File: config.mk
export PLATFORM = sky130hd
export DESIGN_NAME = mfm_byte_assembler_flat
export DESIGN_NICKNAME = d
export VERILOG_FILES = /design/src/rtl/mfm_byte_assembler_pkg.sv /design/src/rtl/mfm_byte_assembler_if.sv /design/src/rtl/mfm_byte_fifo.sv /design/src/rtl/mfm_byte_assembler.sv /design/src/flat_wrapper.sv
export SDC_FILE = /design/constraint.sdc
export NUM_CORES = 1
export LEC_CHECK = 0
export CORE_MARGIN = 1.5
export CORE_UTILIZATION = 52
export CTS_CLUSTER_SIZE = 12
export DETAILED_ROUTE_END_ITERATION = 6
export GPL_TIMING_DRIVEN = 0
export PLACE_DENSITY = 0.81
export SLEW_MARGIN = 5
export SYNTH_ARGS = -nofsm -noshare
export SYNTH_HDL_FRONTEND = slang
export SYNTH_SLANG_ARGS = --single-unit
export TNS_END_PERCENT = 50
File: constraint.sdc
create_clock -name CLK_PLL32MHZ -period 2.3 [get_ports CLK_PLL32MHZ]
set_clock_uncertainty 0.15 [all_clocks]
set_input_delay 0.46 -clock CLK_PLL32MHZ [delete_from_list [all_inputs] [get_ports CLK_PLL32MHZ]]
set_output_delay 0.46 -clock CLK_PLL32MHZ [all_outputs]
set_load 0.01 [all_outputs]
File: src/rtl/mfm_byte_assembler_pkg.sv
// Shared types and constants for the MFM read-path byte assembler.
// Also intended for the future write-path serialiser.
package mfm_byte_assembler_pkg;

  typedef enum logic [1:0] {
    ST_IDLE    = 2'd0,
    ST_ARMED   = 2'd1,
    ST_READING = 2'd2
  } state_e;

  typedef enum logic {
    PH_CLOCK = 1'b0,
    PH_DATA  = 1'b1
  } phase_e;

  localparam logic [15:0] MFM_SYNC_A1 = 16'h4489;
  localparam logic [15:0] MFM_SYNC_C2 = 16'h5224;

endpackage

File: src/rtl/mfm_byte_assembler_if.sv
// Byte stream from the assembler to the acquisition RAM writer (valid/ready).
interface mfm_byte_assembler_if;
  logic [7:0] DATA_OUT;
  logic       DATA_VALID;
  logic       DATA_READY;

  modport master (output DATA_OUT, output DATA_VALID, input DATA_READY);
  modport slave  (input DATA_OUT, input DATA_VALID, output DATA_READY);
endinterface

File: src/rtl/mfm_byte_fifo.sv
// Small synchronous byte FIFO with registered head output and flush.
// A push into a full FIFO is dropped even when a pop happens in the same cycle.
module mfm_byte_fifo #(
  parameter int DEPTH = 4
) (
  input  logic       clk,
  input  logic       rst_n,
  input  logic       flush,
  input  logic       push,
  input  logic [7:0] din,
  input  logic       pop,
  output logic [7:0] dout,
  output logic       full,
  output logic       empty
);
  localparam int AW = $clog2(DEPTH);

  logic [AW-1:0] rd_ptr_q, rd_ptr_d, wr_ptr_q, wr_ptr_d;
  logic [AW:0]   count_q, count_d;
  logic [7:0]    dout_q, dout_d;
  logic [7:0]    mem_q [DEPTH];
  logic          push_ok, pop_ok;

  assign empty   = (count_q == '0);
  assign full    = (count_q == (AW+1)'(DEPTH));
  assign push_ok = push & ~full & ~flush;
  assign pop_ok  = pop & ~empty & ~flush;
  assign dout    = dout_q;

  always_comb begin
    rd_ptr_d = rd_ptr_q + AW'(pop_ok);
    wr_ptr_d = wr_ptr_q + AW'(push_ok);
    count_d  = count_q + (AW+1)'(push_ok) - (AW+1)'(pop_ok);
    dout_d   = dout_q;
    if (flush) begin
      rd_ptr_d = '0;
      wr_ptr_d = '0;
      count_d  = '0;
    end else if (pop_ok) begin
      // head moves to the next stored entry, or to the byte arriving now
      if (count_q > (AW+1)'(1)) dout_d = mem_q[rd_ptr_q + AW'(1)];
      else if (push_ok)         dout_d = din;
    end else if (push_ok && empty) begin
      dout_d = din;
    end
  end

  always_ff @(posedge clk) begin
    if (!rst_n) begin
      rd_ptr_q <= '0;
      wr_ptr_q <= '0;
      count_q  <= '0;
      dout_q   <= '0;
    end else begin
      rd_ptr_q <= rd_ptr_d;
      wr_ptr_q <= wr_ptr_d;
      count_q  <= count_d;
      dout_q   <= dout_d;
    end
  end

  always_ff @(posedge clk) begin
    if (push_ok) mem_q[wr_ptr_q] <= din;
  end
endmodule

File: src/rtl/mfm_byte_assembler.sv
// Packs MFM data bits (clock bits discarded) into bytes after a sync-word match
// and hands them to the RAM writer through a small FIFO.
//
// state      | meaning
// ST_IDLE    | strobes ignored, waiting for ARM
// ST_ARMED   | waiting for rising edge of registered sync detect
// ST_READING | decoding cells into bytes until BYTE_COUNT reached or ABORT
module mfm_byte_assembler
  import mfm_byte_assembler_pkg::*;
#(
  parameter int FIFO_DEPTH = 4,
  parameter int COUNT_W    = 16
) (
  input  logic               CLK_PLL32MHZ,
  input  logic               RESET_N,
  input  logic               ARM,
  input  logic               ABORT,
  input  logic [COUNT_W-1:0] BYTE_COUNT,
  input  logic               MFM_BIT_STROBE,
  input  logic               MFM_BIT,
  input  logic               SYNC_WORD_DETECTED,
  output logic               BUSY,
  output logic               DONE,
  output logic               OVERRUN,
  output logic               MFM_ERROR,
  mfm_byte_assembler_if.master out_if
);
  state_e             state_q, state_d;
  phase_e             phase_q, phase_d;
  logic [6:0]         sr_q, sr_d;
  logic [2:0]         bit_cnt_q, bit_cnt_d;
  logic [COUNT_W-1:0] cnt_q, cnt_d, cnt_inc;
  logic               prev_cell_q, prev_cell_d;
  logic               done_q, done_d, ovr_q, ovr_d, err_q, err_d;
  logic               sync_q, sync_prev_q, sync_rise;
  logic               push_q, push_d;
  logic [7:0]         push_byte_q, push_byte_d;
  logic               flush, fifo_full, fifo_empty, fifo_pop;

  assign sync_rise = sync_q & ~sync_prev_q;
  assign cnt_inc   = cnt_q + COUNT_W'(1);
  assign fifo_pop  = out_if.DATA_READY & ~fifo_empty;

  always_comb begin
    state_d     = state_q;
    phase_d     = phase_q;
    sr_d        = sr_q;
    bit_cnt_d   = bit_cnt_q;
    cnt_d       = cnt_q;
    prev_cell_d = prev_cell_q;
    done_d      = done_q;
    ovr_d       = ovr_q;
    err_d       = err_q;
    push_d      = 1'b0;
    push_byte_d = push_byte_q;
    flush       = 1'b0;
    if (ABORT) begin
      state_d = ST_IDLE;
      flush   = 1'b1;
    end else if (ARM) begin
      state_d = ST_ARMED;
      flush   = 1'b1;
      done_d  = 1'b0;
      ovr_d   = 1'b0;
      err_d   = 1'b0;
      cnt_d   = '0;
    end else if ((state_q != ST_IDLE) && sync_rise) begin
      // first sync starts reading; a later one re-aligns and drops the partial byte
      state_d     = ST_READING;
      phase_d     = PH_CLOCK;
      sr_d        = '0;
      bit_cnt_d   = '0;
      prev_cell_d = 1'b0;
    end else if ((state_q == ST_READING) && MFM_BIT_STROBE) begin
      prev_cell_d = MFM_BIT;
      if (MFM_BIT && prev_cell_q) err_d = 1'b1;
      phase_d = (phase_q == PH_CLOCK) ? PH_DATA : PH_CLOCK;
      if (phase_q == PH_DATA) begin
        sr_d      = {sr_q[5:0], MFM_BIT};
        bit_cnt_d = bit_cnt_q + 3'd1;
        if (bit_cnt_q == 3'd7) begin
          push_d      = 1'b1;
          push_byte_d = {sr_q, MFM_BIT};
          cnt_d       = cnt_inc;
          if ((BYTE_COUNT != '0) && (cnt_inc == BYTE_COUNT)) begin
            done_d  = 1'b1;
            state_d = ST_IDLE;
          end
        end
      end
    end
    if (push_q && fifo_full && !flush) ovr_d = 1'b1;
  end

  always_ff @(posedge CLK_PLL32MHZ) begin
    if (!RESET_N) begin
      state_q     <= ST_IDLE;
      phase_q     <= PH_CLOCK;
      sr_q        <= '0;
      bit_cnt_q   <= '0;
      cnt_q       <= '0;
      prev_cell_q <= 1'b0;
      done_q      <= 1'b0;
      ovr_q       <= 1'b0;
      err_q       <= 1'b0;
      sync_q      <= 1'b0;
      sync_prev_q <= 1'b0;
      push_q      <= 1'b0;
      push_byte_q <= '0;
    end else begin
      state_q     <= state_d;
      phase_q     <= phase_d;
      sr_q        <= sr_d;
      bit_cnt_q   <= bit_cnt_d;
      cnt_q       <= cnt_d;
      prev_cell_q <= prev_cell_d;
      done_q      <= done_d;
      ovr_q       <= ovr_d;
      err_q       <= err_d;
      sync_q      <= SYNC_WORD_DETECTED;
      sync_prev_q <= sync_q;
      push_q      <= push_d;
      push_byte_q <= push_byte_d;
    end
  end

  mfm_byte_fifo #(.DEPTH(FIFO_DEPTH)) u_fifo (
    .clk   (CLK_PLL32MHZ),
    .rst_n (RESET_N),
    .flush (flush),
    .push  (push_q),
    .din   (push_byte_q),
    .pop   (fifo_pop),
    .dout  (out_if.DATA_OUT),
    .full  (fifo_full),
    .empty (fifo_empty)
  );

  assign out_if.DATA_VALID = ~fifo_empty;
  assign BUSY      = (state_q != ST_IDLE);
  assign DONE      = done_q;
  assign OVERRUN   = ovr_q;
  assign MFM_ERROR = err_q;
endmodule

File: src/flat_wrapper.sv
// flat-port wrapper written by rule: the top's interface ports become plain ports
module mfm_byte_assembler_flat import mfm_byte_assembler_pkg::*;
#(
  parameter int FIFO_DEPTH = 4,
  parameter int COUNT_W    = 16
)
  (CLK_PLL32MHZ, RESET_N, ARM, ABORT, BYTE_COUNT, MFM_BIT_STROBE, MFM_BIT, SYNC_WORD_DETECTED, BUSY, DONE, OVERRUN, MFM_ERROR, out_if_DATA_OUT, out_if_DATA_VALID, out_if_DATA_READY);
  mfm_byte_assembler_if out_if_i ();
  input  logic CLK_PLL32MHZ;
  input  logic RESET_N;
  input  logic ARM;
  input  logic ABORT;
  input  logic [COUNT_W-1:0] BYTE_COUNT;
  input  logic MFM_BIT_STROBE;
  input  logic MFM_BIT;
  input  logic SYNC_WORD_DETECTED;
  output logic BUSY;
  output logic DONE;
  output logic OVERRUN;
  output logic MFM_ERROR;
  output wire logic [$bits(out_if_i.DATA_OUT)-1:0] out_if_DATA_OUT;
  output wire logic [$bits(out_if_i.DATA_VALID)-1:0] out_if_DATA_VALID;
  input wire logic [$bits(out_if_i.DATA_READY)-1:0] out_if_DATA_READY;
  assign out_if_DATA_OUT = out_if_i.DATA_OUT;
  assign out_if_DATA_VALID = out_if_i.DATA_VALID;
  assign out_if_i.DATA_READY = out_if_DATA_READY;
  mfm_byte_assembler #(.FIFO_DEPTH(FIFO_DEPTH), .COUNT_W(COUNT_W)) u_core (.CLK_PLL32MHZ(CLK_PLL32MHZ), .RESET_N(RESET_N), .ARM(ARM), .ABORT(ABORT), .BYTE_COUNT(BYTE_COUNT), .MFM_BIT_STROBE(MFM_BIT_STROBE), .MFM_BIT(MFM_BIT), .SYNC_WORD_DETECTED(SYNC_WORD_DETECTED), .BUSY(BUSY), .DONE(DONE), .OVERRUN(OVERRUN), .MFM_ERROR(MFM_ERROR), .out_if(out_if_i));
endmodule
==> run_results.csv <==
group,metric,value,unit
outcome,status,"complete, but fails checks",
outcome,violations,"negative setup slack",
job,drv_cap,0,
finish,fill_cells,614,
setup_path,arrival,2.59,ns
setup_path,path_class,"reg2reg",
setup_path,crit_buf_inv,2,
global_route,grt.overflow.total,0,
yosys,synth_warnings,0,
detailed_routing,wl_met1,4790,um
clock_network,postCtsHoldBufs,0,
finish,fin_area,5630,sq um
power,power_leakage,2.06,nW
detailed_routing,drc,0,
finish,syn2layout_area_growth,24.9,%
yosys,syn_inst,444,
yosys,netlist-cell-type-count,52,
finish,diodes,0,
setup_path,required,2.40,ns
detailed_routing,met2_length,5560,um
timing,hold_viol,0,
floorplan,core,8300,sq um
yosys,async_reset_ff_share,0,%
floorplan,start_util,54.3,%
timing,max_freq,401,MHz
clock_network,cts_tree,"built",
timing,maxSlewViolCount,0,
clock_network,cts_buffers,9,
yosys,ys_seq_elements,91,
setup_path,path_cells,"nand4_1, buf_6, buf_4, o21ai_0, a32o_1, nand4_1, or4_4, nor3b_4",
clock_network,clock_latency,0.36,ns
timing,worst_pin_slew,0.711,ns
global_route,grt_usage,25.2,%
placed_design,placed_area,5000,sq um
yosys,syn_area,4510,sq um
detailed_routing,drt_first_iter_violations,242,
finish,finalNonFillerCells,622,
placed_design,io_buffer_count,35,
setup_path,critPathMostFrequentCell,"nand4_1",
floorplan,die_y,96.1,um
detailed_routing,via_count,3742,
finish,final_nets,547,
setup_path,critical-path-slowest-cell,"or4_4",
timing,setup_violations,2,
setup_path,endpoint_kind,"register",
timing,final.period_utilization,108,%
detailed_routing,antenna_left,0,
yosys,avgSynthCellArea,10.2,sq um
clock_network,clock-sinks,91,
setup_path,worstPathMaxFanout,5,
placed_design,post-place-cells,584,
placed_design,dp_hpwl,7550,um
timing,rsz0062_at_grt,"true",
setup_path,cpLargestDelayFamily,"simple AND/OR/NAND/NOR gates",
detailed_routing,wl,11200,um
detailed_routing,post_drt_wl_per_cell,18.0,um
detailed_routing,dr.pass1.iters,7,
timing,finalHoldWorstSlack,0.323,ns
yosys,ys.flop_type,"dfxtp_1",
finish,fin_util,67.8,%
setup_path,slowest_delay,0.60,ns
yosys,synth-seq-area-share,47.5,%
global_route,antenna_found_initial,0,
detailed_routing,wl_met3,611,um
min_path,hold_class,"reg2reg",
floorplan,die_area,9230,sq um
clock_network,clockRootBuffer,"clkbuf_8",
global_route,grt_max_degree,18,
clock_network,clock_path_buffers,2,
clock_network,h-tree-depth,3,
detailed_routing,avgViaCountPerCell,6.02,
floorplan,io_pins,37,
timing,period_minus_slack,2.49,ns
placed_design,place_congestion,0.932,
timing,relSlewSlack,52.3,%
yosys,synth_edf_count,32,
detailed_routing,highest_layer,"met4",
floorplan,die_w,96.1,um
finish,drive_above_1_share,21.7,%
timing,setup_ws,-0.192,ns
power,power_density,501,nW/um^2
finish,seq_area,2160,sq um
clock_network,path_clk_slew,0.09,ns
global_route,grt_pass1_wl,17400,um
global_route,grt_pass1_vias,3512,
setup_path,cp-start-kind,"register",
finish,multi_input_area,2420,sq um
timing,fin_setup_tns,-0.262,ns
yosys,synth_nets,479,
floorplan,rows,33,
power,ir_worst_vdd,0.000273,V
## synthesized netlist by cell type (2+ instances only)
| library cell | instances | share of area [%] |
|---|---|---|
| dfxtp_1 | 59 | 26 |
| nand2_1 | 45 | 3.7 |
| edfxtp_1 | 32 | 21 |
| a21boi_0 | 26 | 4.3 |
| nor2b_1 | 25 | 3.5 |
| nand3_1 | 22 | 2.4 |
| nor2_1 | 22 | 1.8 |
| clkbuf_1 | 17 | 1.4 |
| o21ai_0 | 13 | 1.4 |
| xnor2_1 | 13 | 2.5 |
| and3_1 | 12 | 1.7 |
| nor3_1 | 12 | 1.3 |
| a21oi_1 | 11 | 1.2 |
| mux2i_1 | 11 | 2.4 |
| ha_1 | 10 | 2.8 |
| nand4_1 | 10 | 1.4 |
| nor4_1 | 10 | 1.4 |
| inv_1 | 9 | 0.75 |
| buf_2 | 8 | 0.89 |
| mux2_2 | 8 | 2.0 |
| mux4_2 | 8 | 4.0 |
| o21a_1 | 6 | 1.0 |
| xor2_1 | 6 | 1.2 |
| and2_1 | 5 | 0.69 |
| nand2b_1 | 5 | 0.69 |
| or3_1 | 4 | 0.56 |
| or4_1 | 4 | 0.67 |
| nor3b_1 | 3 | 0.50 |
| o31ai_1 | 3 | 0.50 |
| a22oi_1 | 2 | 0.33 |
| and4_1 | 2 | 0.39 |
## metal layers
layer	track usage [%]	vias to the layer above
met1	32.2	1818
li1	-	1745
met5	0	-
met3	6.00	25
met4	8.09	0
met2	42.2	154
## logic make-up after synthesis
group | Yosys count | share of synthesized area (%)
AO/OA/AOI/OAI | 72 | 11.0
XOR/XNOR | 20 | 4.19
adder cells (fa/ha/maj) | 11 | 3.22
buffers and inverters | 35 | 3.14
flip-flops | 91 | 47.5
multiplexers | 27 | 8.44
AND/OR/NAND/NOR | 188 | 22.5
## repair_timing
item | 4_1_cts | 5_1_grt
cloned | 0 | 0
buffers inserted | 9 | 17
setup endpoints to repair | 64 | 38
pin swaps | 8 | 18
gates resized for setup | 56 | 26
## worst reg2reg max path, stage by stage, from the launching register on
cell and delay [ns]:
dfxtp_4 0.39, nand4_1 0.21, buf_6 0.21, buf_4 0.13, o21ai_0 0.20, a32o_1 0.22, nand4_1 0.10, or4_4 0.60
nor3b_4 0.18
## report_power, final
group          leakage (nW)  internal [mW]  total (mW)  switching, mW
Combinational          1.12         0.0758       0.155         0.0796
Sequential            0.853           1.65        1.65        0.00145
Clock                0.0901          0.413        1.01          0.601
## final timing paths
kind,startpoint,end,slack (ns),cells past startpoint
setup / recovery,u_core.cnt_q[1],u_core.state_q[1],-0.19,8
hold / removal,u_core.sr_q[6],u_core.sr_q[6],0.32,2
setup reg to reg,u_core.cnt_q[1],u_core.state_q[1],-0.19,8
hold reg to reg,u_core.sr_q[6],u_core.sr_q[6],0.32,2
## placed cells by master, fill, tap and decap left out, types with 3 or more instances in the layout
| cell type | netlist | final |
|---|---|---|
| dfxtp_1 | 59 | 51 |
| nand2_1 | 45 | 45 |
| edfxtp_1 | 32 | 32 |
| clkdlybuf4s50_1 | 0 | 31 |
| buf_4 | 0 | 29 |
| nor2b_1 | 25 | 25 |
| a21boi_0 | 26 | 25 |
| nor2_1 | 22 | 19 |
| nand3_1 | 22 | 18 |
| o21ai_0 | 13 | 13 |
| xnor2_1 | 13 | 13 |
| mux2i_1 | 11 | 11 |
| clkbuf_8 | 0 | 10 |
| nand4_1 | 10 | 10 |
| nor3_1 | 12 | 10 |
| a21oi_1 | 11 | 10 |
| and3_1 | 12 | 9 |
| clkbuf_1 | 17 | 9 |
| inv_1 | 9 | 8 |
| mux4_2 | 8 | 8 |
| mux2_2 | 8 | 8 |
| nor4_1 | 10 | 8 |
| ha_1 | 10 | 8 |
| o21a_1 | 6 | 6 |
| dfxtp_2 | 0 | 6 |
| nand2b_1 | 5 | 5 |
| and2_1 | 5 | 5 |
| xor2_1 | 6 | 5 |
| buf_6 | 0 | 4 |
| and3_4 | 0 | 3 |
| or4_4 | 0 | 3 |
| nor3b_1 | 3 | 3 |
| o31ai_1 | 3 | 3 |
## registers in the layout (all words and copies together), names as in the netlist
name,count
u_core.sync_q,1
u_core.push_q,1
u_core.phase_q,1
u_core.sr_q,7
u_core.cnt_q,16
u_core.prev_cell_q,1
u_core.DONE,1
u_core.u_fifo.dout,8
u_core.sync_prev_q,1
u_core.u_fifo.wr_ptr_q,2
u_core.u_fifo.rd_ptr_q,2
u_core.u_fifo.mem_q,32
u_core.MFM_ERROR,1
u_core.OVERRUN,1
u_core.bit_cnt_q,3
u_core.u_fifo.count_q,3
u_core.state_q,2
u_core.push_byte_q,8
## final cells by class
type | instances | area share [%]
Sequential cell | 91 | 38.3
Tap cell | 105 | 2.33
Clock inverter | 7 | 1.07
Inverter | 9 | 0.600
Clock buffer | 9 | 2.20
Multi-Input combinational cell | 318 | 43.0
Timing Repair Buffer | 61 | 10.0
Buffer | 22 | 2.45
## through the flow
step / worst slack (ns) / total power, mW
final: -0.192 / 2.82
after global routing: -0.236 / 2.91
after CTS: -0.191 / 2.83
after detailed placement: -1.06 / 1.83
after global placement: -1.01 / 1.83
after floorplan: -0.0183 / 1.76
No activity file was read; power rests on OpenSTA's default activity.
